File: src/rtl/fb_fill_ctrl.sv
// Frame-buffer write-port controller: forwards CPU pixel writes and runs a rectangle-fill engine in idle slots.
// Write port registered (1 cycle); CPU write always wins; FB_FILL_CLIP_EN clips oversize rectangles instead of rejecting them.
module fb_fill_ctrl #(
  parameter int FB_WIDTH  = 320,
  parameter int FB_HEIGHT = 240
) (
  input  logic        clk,
  input  logic        reset_n,
  input  logic        cpu_we,
  input  logic [16:0] cpu_addr,
  input  logic [11:0] cpu_wdata,
  input  logic        cmd_valid,
  output logic        cmd_ready,
  input  logic [8:0]  cmd_x,
  input  logic [7:0]  cmd_y,
  input  logic [8:0]  cmd_w,
  input  logic [7:0]  cmd_h,
  input  logic [11:0] cmd_color,
  output logic        busy,
  output logic        done,
  output logic        err,
  output logic        fb_we,
  output logic [16:0] fb_addr,
  output logic [11:0] fb_wdata
);

  typedef enum logic [1:0] {S_IDLE, S_SETUP, S_FILL, S_DONE} state_t;

  localparam logic [9:0]  LP_W10 = 10'(FB_WIDTH);
  localparam logic [9:0]  LP_H10 = 10'(FB_HEIGHT);
  localparam logic [16:0] LP_W17 = 17'(FB_WIDTH);

  state_t      r_state;
  state_t      w_state_nxt;

  logic [8:0]  r_x;
  logic [7:0]  r_y;
  logic [8:0]  r_w;
  logic [7:0]  r_h;
  logic [11:0] r_color;
  logic [9:0]  r_xe;
  logic [9:0]  r_ye;
  logic [9:0]  r_cur_x;
  logic [9:0]  r_cur_y;
  logic [16:0] r_row_base;
  logic        r_rej;

  logic        r_fb_we;
  logic [16:0] r_fb_addr;
  logic [11:0] r_fb_wdata;
  logic        r_done;
  logic        r_err;

  logic [9:0]  w_xsum;
  logic [9:0]  w_ysum;
  logic [9:0]  w_xe;
  logic [9:0]  w_ye;
  logic        w_empty;
  logic        w_rej;
  logic        w_last_col;
  logic        w_last_row;
  logic        w_fill_we;
  logic        w_cmd_ready;
  logic        w_busy;

  // Bounds in 10 bits so x+w and y+h never wrap
  assign w_xsum  = 10'(r_x) + 10'(r_w);
  assign w_ysum  = 10'(r_y) + 10'(r_h);
  assign w_xe    = (w_xsum > LP_W10) ? LP_W10 : w_xsum;
  assign w_ye    = (w_ysum > LP_H10) ? LP_H10 : w_ysum;
  assign w_empty = (r_w == 9'd0) || (r_h == 8'd0) ||
                   (10'(r_x) >= LP_W10) || (10'(r_y) >= LP_H10);
`ifdef FB_FILL_CLIP_EN
  assign w_rej   = 1'b0;
`else
  assign w_rej   = (w_xsum > LP_W10) || (w_ysum > LP_H10);
`endif

  assign w_last_col = (r_cur_x == r_xe - 10'd1);
  assign w_last_row = (r_cur_y == r_ye - 10'd1);

  always_ff @(posedge clk or negedge reset_n) begin
    if (!reset_n) begin
      r_state <= S_IDLE;
    end else begin
      r_state <= w_state_nxt;
    end
  end

  always_comb begin
    w_state_nxt = r_state;
    w_fill_we   = 1'b0;
    w_cmd_ready = 1'b0;
    w_busy      = 1'b1;
    case (r_state)
      S_IDLE: begin
        w_cmd_ready = 1'b1;
        w_busy      = 1'b0;
        if (cmd_valid) begin
          w_state_nxt = S_SETUP;
        end
      end
      S_SETUP: begin
        w_state_nxt = (w_empty || w_rej) ? S_DONE : S_FILL;
      end
      S_FILL: begin
        // A CPU write steals the slot; the fill position holds
        if (!cpu_we) begin
          w_fill_we = 1'b1;
          if (w_last_col && w_last_row) begin
            w_state_nxt = S_DONE;
          end
        end
      end
      S_DONE: begin
        w_state_nxt = S_IDLE;
      end
      default: begin
        w_state_nxt = S_IDLE;
      end
    endcase
  end

  always_ff @(posedge clk or negedge reset_n) begin
    if (!reset_n) begin
      r_x        <= '0;
      r_y        <= '0;
      r_w        <= '0;
      r_h        <= '0;
      r_color    <= '0;
      r_xe       <= '0;
      r_ye       <= '0;
      r_cur_x    <= '0;
      r_cur_y    <= '0;
      r_row_base <= '0;
      r_rej      <= 1'b0;
    end else begin
      case (r_state)
        S_IDLE: begin
          if (cmd_valid) begin
            r_x     <= cmd_x;
            r_y     <= cmd_y;
            r_w     <= cmd_w;
            r_h     <= cmd_h;
            r_color <= cmd_color;
          end
        end
        S_SETUP: begin
          r_xe       <= w_xe;
          r_ye       <= w_ye;
          r_cur_x    <= 10'(r_x);
          r_cur_y    <= 10'(r_y);
          r_row_base <= 17'(r_y) * LP_W17;
          r_rej      <= w_rej;
        end
        S_FILL: begin
          if (w_fill_we) begin
            if (w_last_col) begin
              r_cur_x    <= 10'(r_x);
              r_cur_y    <= r_cur_y + 10'd1;
              r_row_base <= r_row_base + LP_W17;
            end else begin
              r_cur_x <= r_cur_x + 10'd1;
            end
          end
        end
        default: begin
        end
      endcase
    end
  end

  always_ff @(posedge clk or negedge reset_n) begin
    if (!reset_n) begin
      r_fb_we    <= 1'b0;
      r_fb_addr  <= '0;
      r_fb_wdata <= '0;
      r_done     <= 1'b0;
      r_err      <= 1'b0;
    end else begin
      r_fb_we <= cpu_we | w_fill_we;
      if (cpu_we) begin
        r_fb_addr  <= cpu_addr;
        r_fb_wdata <= cpu_wdata;
      end else if (w_fill_we) begin
        r_fb_addr  <= r_row_base + 17'(r_cur_x);
        r_fb_wdata <= r_color;
      end
      r_done <= (r_state == S_DONE);
      r_err  <= (r_state == S_DONE) && r_rej;
    end
  end

  assign cmd_ready = w_cmd_ready;
  assign busy      = w_busy;
  assign done      = r_done;
  assign err       = r_err;
  assign fb_we     = r_fb_we;
  assign fb_addr   = r_fb_addr;
  assign fb_wdata  = r_fb_wdata;

endmodule
File: config.mk
export PLATFORM = sky130hd
export DESIGN_NAME = fb_fill_ctrl
export DESIGN_NICKNAME = d
export VERILOG_FILES = /design/src/rtl/fb_fill_ctrl.sv
export SDC_FILE = /design/constraint.sdc
export NUM_CORES = 1
export LEC_CHECK = 0
export ABC_AREA = 1
export CAP_MARGIN = 30
export CORE_UTILIZATION = 60
export CTS_CLUSTER_SIZE = 25
export DETAILED_ROUTE_END_ITERATION = 12
export GPL_TIMING_DRIVEN = 0
export PLACE_DENSITY = 0.91
export RECOVER_POWER = 100
export SLEW_MARGIN = 20
export SYNTH_ARGS = -nofsm -noshare
export SYNTH_HDL_FRONTEND = slang
export SYNTH_SLANG_ARGS = --single-unit
export TNS_END_PERCENT = 100
File: constraint.sdc
create_clock -name clk -period 5.5 [get_ports clk]
set_input_delay 1.1 -clock clk [delete_from_list [all_inputs] [get_ports clk]]
set_output_delay 1.1 -clock clk [all_outputs]
set_load 0.03 [all_outputs]
==> results of run 1 <==
metal layers:
layer  vias up  global-route usage, %  wire, µm
met5         -                      0         0
met4         0                   18.9       952
met3        80                   7.80      1600
met2       369                   56.0     11100
met1      3645                   41.2      8920
li1       3567                      -         -
synthesized netlist by cell type, types with 8 or more instances:
library cell,number
a21oi_1,30
a31oi_1,13
buf_1,8
clkbuf_1,13
dfrtp_1,131
ha_1,42
inv_1,109
mux2_2,33
nand2_1,291
nand3_1,75
nand4_1,9
nor2_1,92
o211ai_1,18
o21ai_0,45
o21ai_2,12
xnor2_1,10
xor2_1,26
cell type report:
| cell class | count | area (µm²) | area share, % |
|---|---|---|---|
| Multi-Input combinational cell | 744 | 4100 | 41.5 |
| Clock inverter | 12 | 133 | 1.34 |
| Tap cell | 172 | 215 | 2.18 |
| Antenna cell | 1 | 2.50 | 0.0254 |
| Buffer | 28 | 115 | 1.17 |
| Clock buffer | 20 | 457 | 4.63 |
| Sequential cell | 131 | 3280 | 33.2 |
| Timing Repair Buffer | 113 | 1150 | 11.7 |
| Inverter | 111 | 418 | 4.23 |
worst max-delay path, stage by stage:
cell           delay, ns
dlygate4sd3_1       0.60
nor2_1              0.51
inv_1               0.23
nand2_1             0.33
nand2_1             0.30
clkinvlp_2          0.32
clkbuf_1            0.43
nand2_1             0.14
o21ai_0             0.12
logic make-up after synthesis:
group / count (synthesis)
mux: 33
fa+ha+maj: 45
flops: 131
compound gates: 130
xor+xnor: 36
simple gates: 500
buf+inv: 139
report_power, final:
group          switching, mW  total [mW]  leakage, nW  internal [mW]
sequential            0.0415        1.05         1.61           1.01
combinational          0.198       0.350         3.13          0.152
clock                  0.456        1.15        0.282          0.691
total                  0.696        2.55         5.02           1.85
path summary, 6_finish.rpt:
kind / from / end / depth (start not counted)
max: cpu_we / r_row_base[9] / 9
min: r_rej / err / 2
max reg2reg: r_state[0] / r_row_base[9] / 12
min reg2reg: r_rej / err / 2
max in group asynchronous: reset_n / r_color[4] / 2
min in group asynchronous: reset_n / r_cur_y[4] / 1
per-stage QoR:
step	instance area [µm²]	util, %
global route	9870	77.0
detailed placement	9380	73.2
floorplan	8010	-
finish	9870	77.0
CTS	9970	77.8
global placement	9350	72.9
registers in the layout, summed over array words and instances, names as in the netlist:
name / count
done: 1
err: 1
fb_addr: 17
fb_wdata: 12
fb_we: 1
r_color: 12
r_cur_x: 10
r_cur_y: 10
r_h: 8
r_rej: 1
r_row_base: 11
r_state: 2
r_w: 9
r_x: 9
r_xe: 10
r_y: 8
r_ye: 9
==> impl_metrics.toml, run 1 <==
[finish]
drive_gt1_share_pct = 7.33
num-nets-final = 1270
fill_cells = 909
final_common_cell = "nand2_1"
mostFrequentLayoutCells = "nand2_1 (294), dfrtp_1 (131), inv_1 (109), nor2_1 (93)"
final_cells = 1332
areaGrowthSynthToFinish_pct = 23.2

[timing]
fin_setup_tns_ns = 0
fin_hold_ws_ns = 0.472
finalSetupViolCount = 0
min_period_ns = 3.76
hold_viol_final = 0
clock_skew_ns = 0.0106
rsz0062_at_grt = "no"
drv_slew = 0
max_slew_margin_pct = 43.7
fmax_mhz = 266
postLayoutSetupSlackWorst_ns = 1.74
tightest_slew_ns = 0.844
timing.final.crit_share_pct = 68.3

[clocking]
tritoncts = "yes"
clkLatencyLatePin_ns = 0.43
holdBufCountCts = 0
cts_buffer_depth = 2
post_cts_resized = 0
cts_setup_buffers = 0
clockRootBuffer = "clkbuf_16"
cts_inserted_buffers = 17
clkTransAtPathRegs_ns = 0.06
cts.sinks = 131
cts_max_level = 4

[synth]
yosysWarnings = 0
syn-cell-area_um2 = 8010
ys_types = 39
syn-num-nets = 1138
yosysSeqAreaShare_pct = 40.9
synthAdderAreaFrac_pct = 7.31
postSynth.asyncResetShare_pct = 100
synth_compound_area_share_pct = 9.79
synth_area_leaders = "dfrtp_1 (41%), nand2_1 (14%), ha_1 (6.6%)"
synth_top_area_share_pct = 40.9
synth_top_area_cell = "dfrtp_1"
synthXorXnorAreaFrac_pct = 3.93
synth_top_family_by_area = "simple AND/OR/NAND/NOR gates"
synth_mux_area_share_pct = 4.64
synth_seq_cells = 131
yosys.area_share.simple_pct = 26.2
synth_edf_count = 0
syn_inst = 1014
synth_top_flop_cell = "dfrtp_1"
syn_area_per_cell_um2 = 7.90

[global_route]
grt_start_max_net_pins = 72
grt_usage_pct = 34.0
antenna_found_initial = 1
grt_pass1_vias = 7593
grt_overflow = 0
grt_pass1_wl_mm = 37.0

[placement]
placed_cells = 1299
gp_congestion = 0.898
dp_hpwl_mm = 15.7
port_buffers = 112
dp_slack_ns = 2.26

[setup_path]
crit_type = "in2reg"
setup.worst_path.start_class = "primary input"
reg2reg_setup_slack_ns = 2.01
worstPathMaxFanout = 10
cp.required_ns = 5.84
arrival_ns = 4.10
end_kind = "flop"

[floorplan]
dieArea_um2 = 13800
rows = 41
pin_count = 113
die-width_um = 118
core_area_um2 = 12800
start_util_pct = 62.5
die_h_um = 118

[route]
ant_nets = 0
drcViolationCount = 0
drtIter0Drc = 744
viasPerCell = 5.75
wl_mm = 22.5
avgRoutedWirePerCell_um = 16.9
dr.pass1.iters = 5
via_count = 7661

[min_path]
hold_class = "reg2reg"

[pwr]
p_total_mw = 2.55
powerDensity_nw_per_um2 = 258
p_leak_nw = 5.02
ir_drop_mv = 0.217

[run_status]
status = "finished, final reports clean"

[job]
cap_violations = 0
Power figures use the tool's default switching activity.
==> inputs of run 2 (changes only) <==
- CORE_UTILIZATION: 60 -> 50
- PLACE_DENSITY: 0.91 -> 0.81
- clock period: 5.5 -> 3.1 ns (I/O delays scaled with it)
==> run 2 against run 1 <==
Non-clock buffer count is the same. Via count shrank 3.4%. Register-to-register slack lost 1.6 ns. Largest cell class unchanged. Die area grew 20%. Sequential share of layout area shrank 0.36 points. First-iteration DRC count shrank 23%. Total power grew 78%. Global-route usage shrank 7.0 points. Sequential power grew 77%. The flow now finishes with violations (max-capacitance violations, max-slew violations). Combinational power grew 75%. Clock power grew 81%.
==> impl_metrics.toml, run 2 (synthesis gave the netlist of run 1 again) <==
[run_status]
status = "finished with violations"
failed_checks = "max-capacitance violations, max-slew violations"

[clocking]
clockRootBuffer = "clkbuf_16"
cts.sinks = 131
tritoncts = "yes"
clkLatencyLatePin_ns = 0.43
post_cts_resized = 0
clkTransAtPathRegs_ns = 0.06
holdBufCountCts = 0
cts_setup_buffers = 0
cts_buffer_depth = 2
cts_inserted_buffers = 17
cts_max_level = 4

[timing]
drv_slew = 44
min_period_ns = 2.74
postLayoutSetupSlackWorst_ns = 0.364
timing.final.crit_share_pct = 88.3
hold_viol_final = 0
tightest_slew_ns = 2.49
rsz0062_at_grt = "no"
clock_skew_ns = 0.00831
max_slew_margin_pct = -66.2
finalSetupViolCount = 0
fmax_mhz = 366

[finish]
num-nets-final = 1270
antenna_cells = 0
final_common_cell = "nand2_1"
drive_gt1_share_pct = 7.68
largest_register_ffs = 17
mostFrequentLayoutCells = "nand2_1 (294), dfrtp_1 (131), inv_1 (109), nor2_1 (92), clkdlybuf4s50_1 (77)"
final_core_util_pct = 64.7
areaGrowthSynthToFinish_pct = 24.5

[route]
drcViolationCount = 0
wl_mm = 20.9
avgRoutedWirePerCell_um = 15.2
ant_nets = 0
dr.pass1.iters = 6
drtIter0Drc = 572
via_count = 7397
viasPerCell = 5.40

[global_route]
grt_start_max_net_pins = 89
grt_usage_pct = 27.0
grt_overflow = 0
antenna_found_initial = 0
grt_pass1_wl_mm = 34.4
grt_pass1_vias = 7182

[floorplan]
core_area_um2 = 15400
dieArea_um2 = 16500
pin_count = 113
die_h_um = 129
rows = 45
die-width_um = 129
start_util_pct = 51.9

[setup_path]
worstPathMaxFanout = 5
cp.required_ns = 3.42
setup.worst_path.start_class = "flop"
worstPathCellList = "ha_1 > inv_1 > fa_1 > inv_1 > or2_2 > nor2_1 > nand3_1 > nand3_1 > nor2_1 > a21oi_1 > nand2_1 > nand2_1 > nand2_1 > nand2_1 > nand2_1"
crit_type = "reg2reg"
end_kind = "flop"
slowest_delay_ns = 0.48
arrival_ns = 3.05
slowest_stage = "fa_1"
cp_common_cell = "nand2_1"

[placement]
dp_hpwl_mm = 15.3
port_buffers = 112
dp_slack_ns = 0.303
gp_congestion = 0.870

[pwr]
powerDensity_nw_per_um2 = 456
p_leak_nw = 5.06
ir_drop_mv = 0.426

[job]
cap_violations = 1

[min_path]
hold_class = "reg2reg"
[run 2: cell count changes in the layout (fill, tap and decap cells not counted), moves of 2 or more]
| cell | before | now |
|---|---|---|
| clkbuf_1 | 23 | 20 |
| clkdlybuf4s50_1 | 75 | 77 |
| clkinv_2 | 3 | 1 |
| dlygate4sd3_1 | 36 | 34 |
| inv_6 | 0 | 3 |
| inv_8 | 0 | 3 |
[run 2: stage by stage]
step | setup TNS (ns) | cells | instance area, µm² | hold WS [ns] | power (mW)
3_3_place_gp | -508.28 | 1337 | 9400 | 0.458 | 2.51
6_report | 0 | 1370 | 9980 | 0.477 | 4.55
5_1_grt | 0 | 1370 | 9980 | 0.499 | 4.73
4_1_cts | 0 | 1370 | 10000 | 0.0918 | 4.59
2_1_floorplan | 0 | 1014 | 8010 | 0.324 | 2.22
3_5_place_dp | 0 | 1338 | 9430 | 0.466 | 2.52
[run 2: worst max-delay path: cells and delay by family, from the launching register on]
kind	cells	cell delay (ns)
AND/OR/NAND/NOR	10	0.94
adder cells (fa/ha/maj)	2	0.73
flip-flops	1	0.46
AO/OA/AOI/OAI	1	0.37
buffers and inverters	2	0.12
[run 2: final timing paths]
| check | start | endpoint | slack, ns | cells past startpoint |
|---|---|---|---|---|
| hold / removal | r_color[2] | fb_wdata[2] | 0.48 | 2 |
| setup / recovery | r_y[0] | r_state[0] | 0.36 | 15 |
| setup reg to reg | r_y[0] | r_state[0] | 0.36 | 15 |
| min in group asynchronous | reset_n | r_h[4] | 0.96 | 1 |
| max in group asynchronous | reset_n | r_cur_y[3] | 0.73 | 1 |
| hold reg to reg | r_color[2] | fb_wdata[2] | 0.48 | 2 |
[run 2: final cells by class]
class	instances	area [µm²]
flip-flops and latches	131	3280
inverters	111	429
repair buffers	113	1140
fillers	1303	5450
clock inverters	14	166
multi-input cells	744	4110
well taps	211	264
clock buffers	18	439
plain buffers	28	150
[run 2: power by group]
group | leakage, nW | total, mW | internal (mW) | switching, mW
combinational | 3.15 | 0.613 | 0.269 | 0.344
clock | 0.293 | 2.08 | 1.23 | 0.846
sequential | 1.61 | 1.86 | 1.79 | 0.0685
[run 2: layer usage]
layer / up-vias / track usage, % / wire (µm)
li1: 3573 / - / -
met1: 3536 / 33.7 / 9010
met2: 243 / 45.2 / 10200
met3: 45 / 6.49 / 1160
met4: 0 / 10.2 / 538
met5: - / 0 / 0
==> inputs of run 3 (changes only) <==
- CELL_PAD_IN_SITES_DETAIL_PLACEMENT: unset -> 1
- CELL_PAD_IN_SITES_GLOBAL_PLACEMENT: unset -> 1
- CORE_UTILIZATION: 50 -> 37
- clock period: 3.1 -> 2.3 ns (I/O delays scaled with it)
==> run 3 against run 2 <==
The run ends with max-capacitance violations, max-slew violations, negative setup slack left. Count of clock-buffer cells in the layout is 1 lower. Core utilization is 15 points lower. Sequential share of layout area is 1.7 points lower. Register-to-register slack worse by 0.45 ns. Clock power is 29% higher. Total power is 33% higher. Clock skew is 0.0045 ns higher. Combinational power is 40% higher. Final cell count is 6.4% higher. Critical path type unchanged.
==> impl_metrics.toml, run 3 (synthesis gave the netlist of run 1 again) <==
[run_status]
status = "finished with violations"
failed_checks = "max-capacitance violations, max-slew violations, negative setup slack"

[placement]
dp_hpwl_mm = 18.7
dp_slack_ns = -0.476
port_buffers = 112
gp_congestion = 0.828

[route]
wl_mm = 26.9
drcViolationCount = 0
viasPerCell = 5.23
drtIter0Drc = 279
ant_nets = 0
avgRoutedWirePerCell_um = 18.5
dr.pass1.iters = 4
via_count = 7623

[pwr]
p_clk_share_pct = 44.3
p_sw_mw = 1.84
p_seq_share_pct = 41.5
p_leak_nw = 5.17
swShare_pct = 30.5
powerDensity_nw_per_um2 = 573
combPwrFrac_pct = 14.2
ir_drop_mv = 0.453
internal_power_mw = 4.21

[setup_path]
crit_cells = 16
worstPathMaxFanout = 3
cp_top_family = "simple AND/OR/NAND/NOR gates"
slowest_delay_ns = 0.52
reg2reg_depth = 16
regToRegEndpoint = "r_state[0]"
endpoint = "r_state[0]"
reg2reg_setup_slack_ns = -0.08
arrival_ns = 2.73
critical_path_buf_inv_count = 3
worstPathCellList = "buf_6 > ha_4 > inv_2 > fa_2 > inv_2 > or2_4 > nor2_4 > nand3_2 > nand3_2 > nor2_4 > a21oi_4 > nand2_2 > nand2_2 > nand2_1 > nand2_1 > nand2_1"
startpoint = "r_y[0]"
crit_type = "reg2reg"
worstReg2RegStart = "r_y[0]"
end_kind = "flop"
cp_common_cell = "nand2_1"
slowest_stage = "fa_2"
cp.required_ns = 2.65
setup.worst_path.start_class = "flop"

[timing]
finalSetupViolCount = 27
fin_setup_tns_ns = -1.08
drv_slew = 81
min_period_ns = 2.38
tightest_slew_ns = 1.90
max_slew_margin_pct = -26.6
clock_skew_ns = 0.0128
timing.final.crit_share_pct = 104
hold_viol_final = 0
rsz0062_at_grt = "yes"
fmax_mhz = 419
postLayoutSetupSlackWorst_ns = -0.0841

[min_path]
hold_class = "reg2reg"

[finish]
mostFrequentLayoutCells = "nand2_1 (280), dfrtp_1 (125), inv_1 (105), nor2_1 (89), clkdlybuf4s50_1 (76)"
areaGrowthSynthToFinish_pct = 31.7
largest_register_ffs = 17
drive_gt1_share_pct = 15.7
fill_cells = 2556
final_common_cell = "nand2_1"
num-nets-final = 1294
antenna_cells = 0

[global_route]
grt_usage_pct = 24.2
grt_pass1_vias = 8074
grt_start_max_net_pins = 81
grt_pass1_wl_mm = 41.3
grt_overflow = 0
antenna_found_initial = 0

[floorplan]
dieArea_um2 = 22300
die_h_um = 149
pin_count = 113
core_area_um2 = 21200
start_util_pct = 37.9
rows = 53
die-width_um = 149

[clocking]
cts_max_level = 4
clockRootBuffer = "clkbuf_16"
clkTransAtPathRegs_ns = 0.07
holdBufCountCts = 0
cts_buffer_depth = 2
clkLatencyLatePin_ns = 0.45
tritoncts = "yes"
cts.sinks = 131
cts_inserted_buffers = 17

[job]
cap_violations = 1
## run 3: cell count changes in the layout (fill, tap and decap cells not counted), sizes merged, moves of 2 or more
cell         before  now
clkbuf           38   35
inv             116  119
buf              10   35
dlygate4sd2       0    2
bufinv            2    0
## run 3: worst reg2reg max path: stages (launching register included)
cell and delay (ns):
dfrtp_2 0.38, buf_6 0.11, ha_4 0.13, inv_2 0.04
fa_2 0.52, inv_2 0.04, or2_4 0.23, nor2_4 0.08
nand3_2 0.07, nand3_2 0.09, nor2_4 0.04, a21oi_4 0.22
nand2_2 0.08, nand2_2 0.08, nand2_1 0.07, nand2_1 0.06
nand2_1 0.04
## run 3: power groups by stage
stage	clock, mW	combinational, mW	sequential [mW]
CTS	2.72	0.883	2.51
global placement	0	0.844	2.56
floorplan	0	0.344	2.64
finish	2.68	0.859	2.51
detailed placement	0	0.876	2.56
global route	2.81	0.941	2.53
## run 3: final cells by class
class / count / area [µm²] / share of cell area [%]
inverters: 111 / 429 / 4.07
flip-flops and latches: 131 / 3290 / 31.1
repair buffers: 137 / 1340 / 12.7
plain buffers: 28 / 160 / 1.52
multi-input cells: 744 / 4430 / 42.0
well taps: 275 / 344 / 3.26
clock buffers: 17 / 425 / 4.03
clock inverters: 15 / 140 / 1.33
## run 3: routing by layer
metal / vias up / track usage [%] / share of wire (%) / routed length, µm
met1: 3807 / 29.1 / 43 / 11500
li1: 3618 / - / - / -
met3: 58 / 4.13 / 2.6 / 688
met2: 140 / 42.8 / 52 / 13900
met5: - / 0 / 0 / 0
met4: 0 / 9.54 / 3.2 / 857
## run 3: repair_timing
action                     in CTS  in global routing
resized for setup              41                 55
setup buffers                  11                 13
setup endpoints to repair      49                 50
pin swaps                      12                 23
cloned                          0                  0
## run 3: worst min path at each step
| stage | depth (start not counted) | to | slack, ns | from |
|---|---|---|---|---|
| global placement | 2 | fb_wdata[8] | 0.46 | r_color[8] |
| global route | 2 | fb_wdata[3] | 0.51 | fb_wdata[3] |
| floorplan | 0 | done | 0.16 | reset_n |
| CTS | 1 | r_w[7] | 0.04 | reset_n |
| finish | 2 | fb_wdata[2] | 0.48 | r_color[2] |
| detailed placement | 2 | fb_wdata[2] | 0.47 | r_color[2] |
## run 3: per-stage QoR
| stage | hold slack, ns | utilization [%] | instance area (µm²) | std cells | power, mW |
|---|---|---|---|---|---|
| CTS | 0.0423 | 48.7 | 10300 | 1445 | 6.12 |
| floorplan | 0.164 | - | 8010 | 1014 | 2.99 |
| finish | 0.479 | 49.9 | 10600 | 1458 | 6.05 |
| global route | 0.514 | 49.9 | 10600 | 1458 | 6.29 |
| global placement | 0.457 | 44.8 | 9480 | 1401 | 3.40 |
| detailed placement | 0.471 | 45.0 | 9510 | 1402 | 3.43 |
